### src/rtl/pkt_out_chk_sat_cnt.sv
// Saturating up-counter with synchronous clear; a clear coinciding with an
// increment loads 1 so that event is still counted.
module sat_cnt #(
  parameter int WIDTH = 16
) (
  input  logic             clk,
  input  logic             rst,
  input  logic             inc,
  input  logic             clr,
  output logic [WIDTH-1:0] cnt
);

  localparam logic [WIDTH-1:0] ONE = WIDTH'(1);

  always_ff @(posedge clk or posedge rst) begin
    if (rst) begin
      cnt <= '0;
    end else if (clr) begin
      cnt <= inc ? ONE : '0;
    end else if (inc && (cnt != '1)) begin
      cnt <= cnt + ONE;
    end
  end

endmodule

### config.mk
export PLATFORM = sky130hd
export DESIGN_NAME = sat_cnt
export DESIGN_NICKNAME = d
export VERILOG_FILES = /design/src/rtl/pkt_out_chk_sat_cnt.sv
export SDC_FILE = /design/constraint.sdc
export NUM_CORES = 1
export LEC_CHECK = 0
export CELL_PAD_IN_SITES_DETAIL_PLACEMENT = 1
export CELL_PAD_IN_SITES_GLOBAL_PLACEMENT = 1
export CORE_MARGIN = 2
export CORE_UTILIZATION = 33
export CTS_CLUSTER_DIAMETER = 100
export DETAILED_ROUTE_END_ITERATION = 7
export GPL_TIMING_DRIVEN = 0
export HOLD_SLACK_MARGIN = 0.02
export PLACE_DENSITY = 0.73
export SYNTH_ARGS = -nofsm -noshare
export SYNTH_HDL_FRONTEND = slang
export SYNTH_SLANG_ARGS = --single-unit
### constraint.sdc
create_clock -name clk -period 1.7 [get_ports clk]
set_input_delay 0.34 -clock clk [delete_from_list [all_inputs] [get_ports clk]]
set_output_delay 0.34 -clock clk [all_outputs]
set_load 0.02 [all_outputs]
==> out/results.ini, run 1 <==
[run_status]
status=complete, no violations

[placement]
dp_hpwl_um=1800
port_buffers=18
gp_congestion=0.727

[floorplanning]
core_area_sq_um=2710
die_h_um=56.9
placementRows=19
dieArea_sq_um=3240
start_util=0.341
boundaryPins=20
die_w_um=56.9

[routing]
ant_nets=0
detail_route.vias_per_cell=5.84
drtIter0Drc=6
drc=0
firstDrtPassIters=4
drt-total-wl_um=2670
vias=941
routedWlPerCell_um=16.6

[sta]
slew_viol_final=0
layout_worst_path_cycle_share=0.992
max_freq_ghz=0.593
rsz0062_at_grt=true
hold_violations=0
period_needed_ns=1.69
setup_violations=0
maxSlewHeadroom=0.558
fin_skew_ns=0.00408
tightest_slew_ns=0.662

[setup_path]
worstPathArrival_ns=1.90
critical_path_required_ns=1.91
cp_max_fo=9
r2r_cells=6
cp_cell_sequence=ha_4 -> nand4_4 -> buf_4 -> nor3_4 -> or4_1 -> a21oi_1
crit_family=simple AND/OR/NAND/NOR gates
cp-start-kind=flip-flop
slowest_delay_ns=0.52
cp_num_buf_inv=1
worstSetupPathType=flip-flop to flip-flop
end_kind=flip-flop
path_depth=6
slowest_stage=or4_1

[grt]
grt_max_degree=17
grt_overflow=0
grt.total_usage=0.168
grt_pass1_vias=936
grt_antenna_before_repair=0
grt_pass1_wl_um=4360

[logic_synthesis]
syn_nets=101
async_reset_ff_frac=1.00
yosysSeqAreaShare=0.433
synth_area_sq_um=925
synth_flop_cell=dfrtp_1
synth_top_area_cell=dfrtp_1
ys_top_cells_by_area=dfrtp_1 (43%), a21oi_1 (6.0%), o31ai_1 (4.9%)
synth-warning-count=0
synth_cell_type_count=31
syn_inst=96
ys_seq_elements=16
synth_top_area_share=0.433
synth-edff-count=0
synth_area_per_cell_sq_um=9.63

[run]
drv_cap=0

[finish]
largest-register=cnt
antenna_cells=0
fin_util=0.482
drive_above_1_share=0.238
syn2layout_area_growth_pct=41.4
reg_top3=cnt x16
largest_reg_flops=16
fillCellCount=329
finalNetCount=136

[pwr]
total_power_uw=711
power_density_nw_per_um2=544
p_leak_uw=0.000638
max-vdd-ir-drop_mv=0.329

[cts]
ctsHoldBuffers=0
worst_skew_pair.late_latency_ns=0.29
clk_pin_slew_ns=0.11
clockBufferDepth=2
cts.sinks=16
cts_tree=done
htreeDepth=1
cts_buffers=3
cts-root-buf=clkbuf_4

[hold_path]
hp-class=input pin to asynchronous set/reset pin

==> final timing paths <==
check                                     from                  end  slack, ns
setup reg to reg            cnt[0]$_DFFE_PP0P_   cnt[9]$_DFFE_PP0P_       0.01
min in group clk                           clr  cnt[15]$_DFFE_PP0P_       0.46
setup / recovery            cnt[0]$_DFFE_PP0P_   cnt[9]$_DFFE_PP0P_       0.01
max in group asynchronous                  rst   cnt[6]$_DFFE_PP0P_       0.80
hold reg to reg            cnt[13]$_DFFE_PP0P_  cnt[13]$_DFFE_PP0P_       0.58
hold / removal                             rst   cnt[5]$_DFFE_PP0P_       0.43
==> power by group <==
| group | total [uW] | internal (uW) | switching [uW] |
|---|---|---|---|
| registers | 399 | 388 | 10.7 |
| clock network | 222 | 91.0 | 131 |
| logic | 89.8 | 40.0 | 49.8 |
==> cell type report <==
| cell class | instances | area (sq um) | area share |
|---|---|---|---|
| repair buffers | 30 | 275 | 0.211 |
| inverters | 4 | 15.0 | 0.0115 |
| plain buffers | 2 | 7.51 | 0.00574 |
| flip-flops and latches | 16 | 407 | 0.311 |
| multi-input cells | 74 | 538 | 0.411 |
| clock buffers | 4 | 26.3 | 0.0201 |
| well taps | 31 | 38.8 | 0.0297 |
==> cells in the mapped netlist, types with 3 or more instances <==
library cell	instances
nand4_1	5
or3_1	5
nand2_1	8
a21oi_1	11
dfrtp_1	16
nor2_1	3
o21ai_1	3
inv_1	4
or4_1	5
nand3_1	4
o31ai_1	6
==> cells by family after synthesis <==
group	after synthesis	share of synthesized area
mux	1	0.0108
compound gates	27	0.207
flops	16	0.433
fa+ha+maj	1	0.0135
simple gates	44	0.302
buf+inv	6	0.0243
xor+xnor	1	0.00947
==> metrics by stage <==
step | instance area [sq um] | TNS (ns) | hold slack [ns] | setup slack (ns) | std cells
floorplan | 940 | 0 | 0.254 | 0.00485 | 96
global route | 1310 | -0.336 | 0.461 | -0.0668 | 161
finish | 1310 | 0 | 0.431 | 0.0130 | 161
detailed placement | 1160 | -2.87 | 0.555 | -0.342 | 145
global placement | 1160 | -2.14 | 0.547 | -0.310 | 145
CTS | 1220 | 0 | 0.445 | 0.0184 | 155
==> layout by cell type (no fill, tap or decap), types with 4 or more instances in the layout <==
| cell type | synthesis | routed |
|---|---|---|
| a21oi_1 | 11 | 10 |
| nand3_1 | 4 | 4 |
| dfrtp_1 | 16 | 11 |
| dlygate4sd2_1 | 0 | 12 |
| dlymetal6s2s_1 | 0 | 5 |
| or3_1 | 5 | 4 |
| inv_1 | 4 | 4 |
| o31ai_1 | 6 | 6 |
| or4_1 | 5 | 4 |
| dfrtp_2 | 0 | 5 |
| nand2_1 | 8 | 8 |
| buf_4 | 0 | 10 |
| nand4_1 | 5 | 5 |
==> timing repair <==
item,in CTS,in global routing
gates cloned,0,0
buffers inserted,6,6
pin swaps,8,3
setup endpoints to repair,26,17
gates resized for setup,14,13
==> metal layers <==
layer	vias up	track usage	share of wire
met5	-	0	0
met4	0	0.0465	0.0037
met3	2	0.0227	0.034
met2	18	0.291	0.51
met1	481	0.220	0.45
li1	440	-	-
No activity file was read; power rests on OpenSTA's default activity.
==> run 2: changes to the inputs <==
--- a/config.mk
+++ b/config.mk
@@ -8,12 +8,12 @@
 export CELL_PAD_IN_SITES_DETAIL_PLACEMENT = 1
 export CELL_PAD_IN_SITES_GLOBAL_PLACEMENT = 1
 export CORE_MARGIN = 2
-export CORE_UTILIZATION = 33
+export CORE_UTILIZATION = 40
 export CTS_CLUSTER_DIAMETER = 100
 export DETAILED_ROUTE_END_ITERATION = 7
 export GPL_TIMING_DRIVEN = 0
 export HOLD_SLACK_MARGIN = 0.02
-export PLACE_DENSITY = 0.73
+export PLACE_DENSITY = 0.82
 export SYNTH_ARGS = -nofsm -noshare
 export SYNTH_HDL_FRONTEND = slang
 export SYNTH_SLANG_ARGS = --single-unit
==> constraint.sdc (replaced) <==
create_clock -name clk -period 2 [get_ports clk]
set_input_delay 0.4 -clock clk [delete_from_list [all_inputs] [get_ports clk]]
set_output_delay 0.4 -clock clk [all_outputs]
set_load 0.02 [all_outputs]
==> run 2 against run 1 <==
Net effect: sequential share of layout area is 2.8 points higher; worst hold slack better by 0.052 ns; largest cell class unchanged; combinational power decreased by 25%.
==> out/results.ini, run 2 (synthesis gave the netlist of run 1 again) <==
[pwr]
p_leak_uw=0.000439
power_density_nw_per_um2=495
total_power_uw=585
max-vdd-ir-drop_mv=0.365

[setup_path]
cp_num_buf_inv=1
rrSetupSlack_ns=0.13
path_depth=1
slowest_stage=clkdlybuf4s50_1
slowest_delay_ns=0.67
worstSetupStartpoint=cnt[6]$_DFFE_PP0P_
worstSetupEndpoint=cnt[6]
rr_startpoint=cnt[0]$_DFFE_PP0P_
worstPathArrival_ns=1.48
worstSetupPathType=flip-flop to output pin
cp_cell_sequence=clkdlybuf4s50_1
cp_max_fo=7
reg2reg_to=cnt[12]$_DFFE_PP0P_
r2r_cells=5
critical_path_required_ns=1.60
cp-start-kind=flip-flop
end_kind=output pin
crit_family=buffers and inverters

[grt]
grt_antenna_before_repair=0
grt_max_degree=17
grt_pass1_vias=915
grt.total_usage=0.213
grt_overflow=0
grt_pass1_wl_um=4200

[routing]
routedWlPerCell_um=16.9
drc=0
vias=868
drtIter0Drc=10
drt-total-wl_um=2470
detail_route.vias_per_cell=5.95
ant_nets=0
firstDrtPassIters=2

[floorplanning]
placementRows=17
die_h_um=52.1
boundaryPins=20
core_area_sq_um=2190
die_w_um=52.1
dieArea_sq_um=2710
start_util=0.422

[sta]
tightest_slew_ns=0.639
max_freq_ghz=0.532
maxSlewHeadroom=0.574
fin_skew_ns=0.00792
period_needed_ns=1.88
slew_viol_final=0
layout_worst_path_cycle_share=0.940
hold_violations=0
setup_violations=0

[finish]
finalNetCount=125
syn2layout_area_growth_pct=27.7
largest_reg_flops=16
largest-register=cnt
most-common-layout-cells=clkdlybuf4s50_1 (18), dfrtp_1 (16), a21oi_1 (11), nand2_1 (8), o31ai_1 (6)
drive_above_1_share=0.0847
antenna_cells=0
final_common_cell=clkdlybuf4s50_1
stdcell_area_sq_um=1180
reg_top3=cnt x16
fillCellCount=270

[cts]
cts_tree=done
worst_skew_pair.late_latency_ns=0.29
ctsHoldBuffers=0
clockBufferDepth=2
clk_pin_slew_ns=0.10
cts_buffers=3
htreeDepth=1
cts-root-buf=clkbuf_4
cts.sinks=16

[run]
drv_cap=0

[placement]
gp_congestion=0.748
place_area_sq_um=1140
port_buffers=18
dp_hpwl_um=1760

[hold_path]
hp-class=input pin to asynchronous set/reset pin

[run_status]
status=complete, no violations

## run 2: timing repair
action	4_1_cts	5_1_grt
gates resized for setup	0	1
setup buffers	0	1
setup endpoints to repair	0	3
## run 2: routing by layer
metal / vias up / share of wire / track usage
met3: 4 / 0.029 / 0.0374
met4: 0 / 0.010 / 0.0789
met1: 432 / 0.45 / 0.274
met2: 17 / 0.51 / 0.354
met5: - / 0 / 0
li1: 415 / - / -
## run 2: area by class of cell
type / count / area (sq um) / share of cell area
plain buffers: 2 / 7.51 / 0.00636
inverters: 4 / 15.0 / 0.0127
flip-flops and latches: 16 / 400 / 0.339
clock buffers: 3 / 22.5 / 0.0191
repair buffers: 19 / 188 / 0.159
multi-input cells: 74 / 513 / 0.434
well taps: 28 / 35.0 / 0.0297
## run 2: report_power, final
| part | internal [uW] | total (uW) | leakage [uW] | switching, uW |
|---|---|---|---|---|
| clock network | 70.0 | 181 | 0.0000138 | 111 |
| logic | 28.0 | 67.6 | 0.000205 | 39.6 |
| registers | 329 | 337 | 0.000220 | 7.66 |
## run 2: how the worst min path moves through the flow
stage	start	end	slack, ns	cells past startpoint
after floorplan	rst	cnt[0]$_DFFE_PP0P_	0.31	1
after global placement	cnt[0]$_DFFE_PP0P_	cnt[0]$_DFFE_PP0P_	0.54	1
after detailed placement	cnt[0]$_DFFE_PP0P_	cnt[0]$_DFFE_PP0P_	0.55	1
after CTS	clr	cnt[6]$_DFFE_PP0P_	0.49	2
after global routing	clr	cnt[15]$_DFFE_PP0P_	0.50	2
final	rst	cnt[1]$_DFFE_PP0P_	0.48	2
## run 2: stage by stage
step           worst slack [ns]  instances   util  TNS, ns  hold WS, ns
6_report                  0.120        146  0.539        0        0.483
3_5_place_dp             -0.109        142  0.520   -0.329        0.551
2_1_floorplan             0.146         96      -        0        0.314
4_1_cts                  0.0644        145  0.531        0        0.486
5_1_grt                 -0.0139        146  0.539  -0.0139        0.504
3_3_place_gp            -0.0808        142  0.520   -0.192        0.538
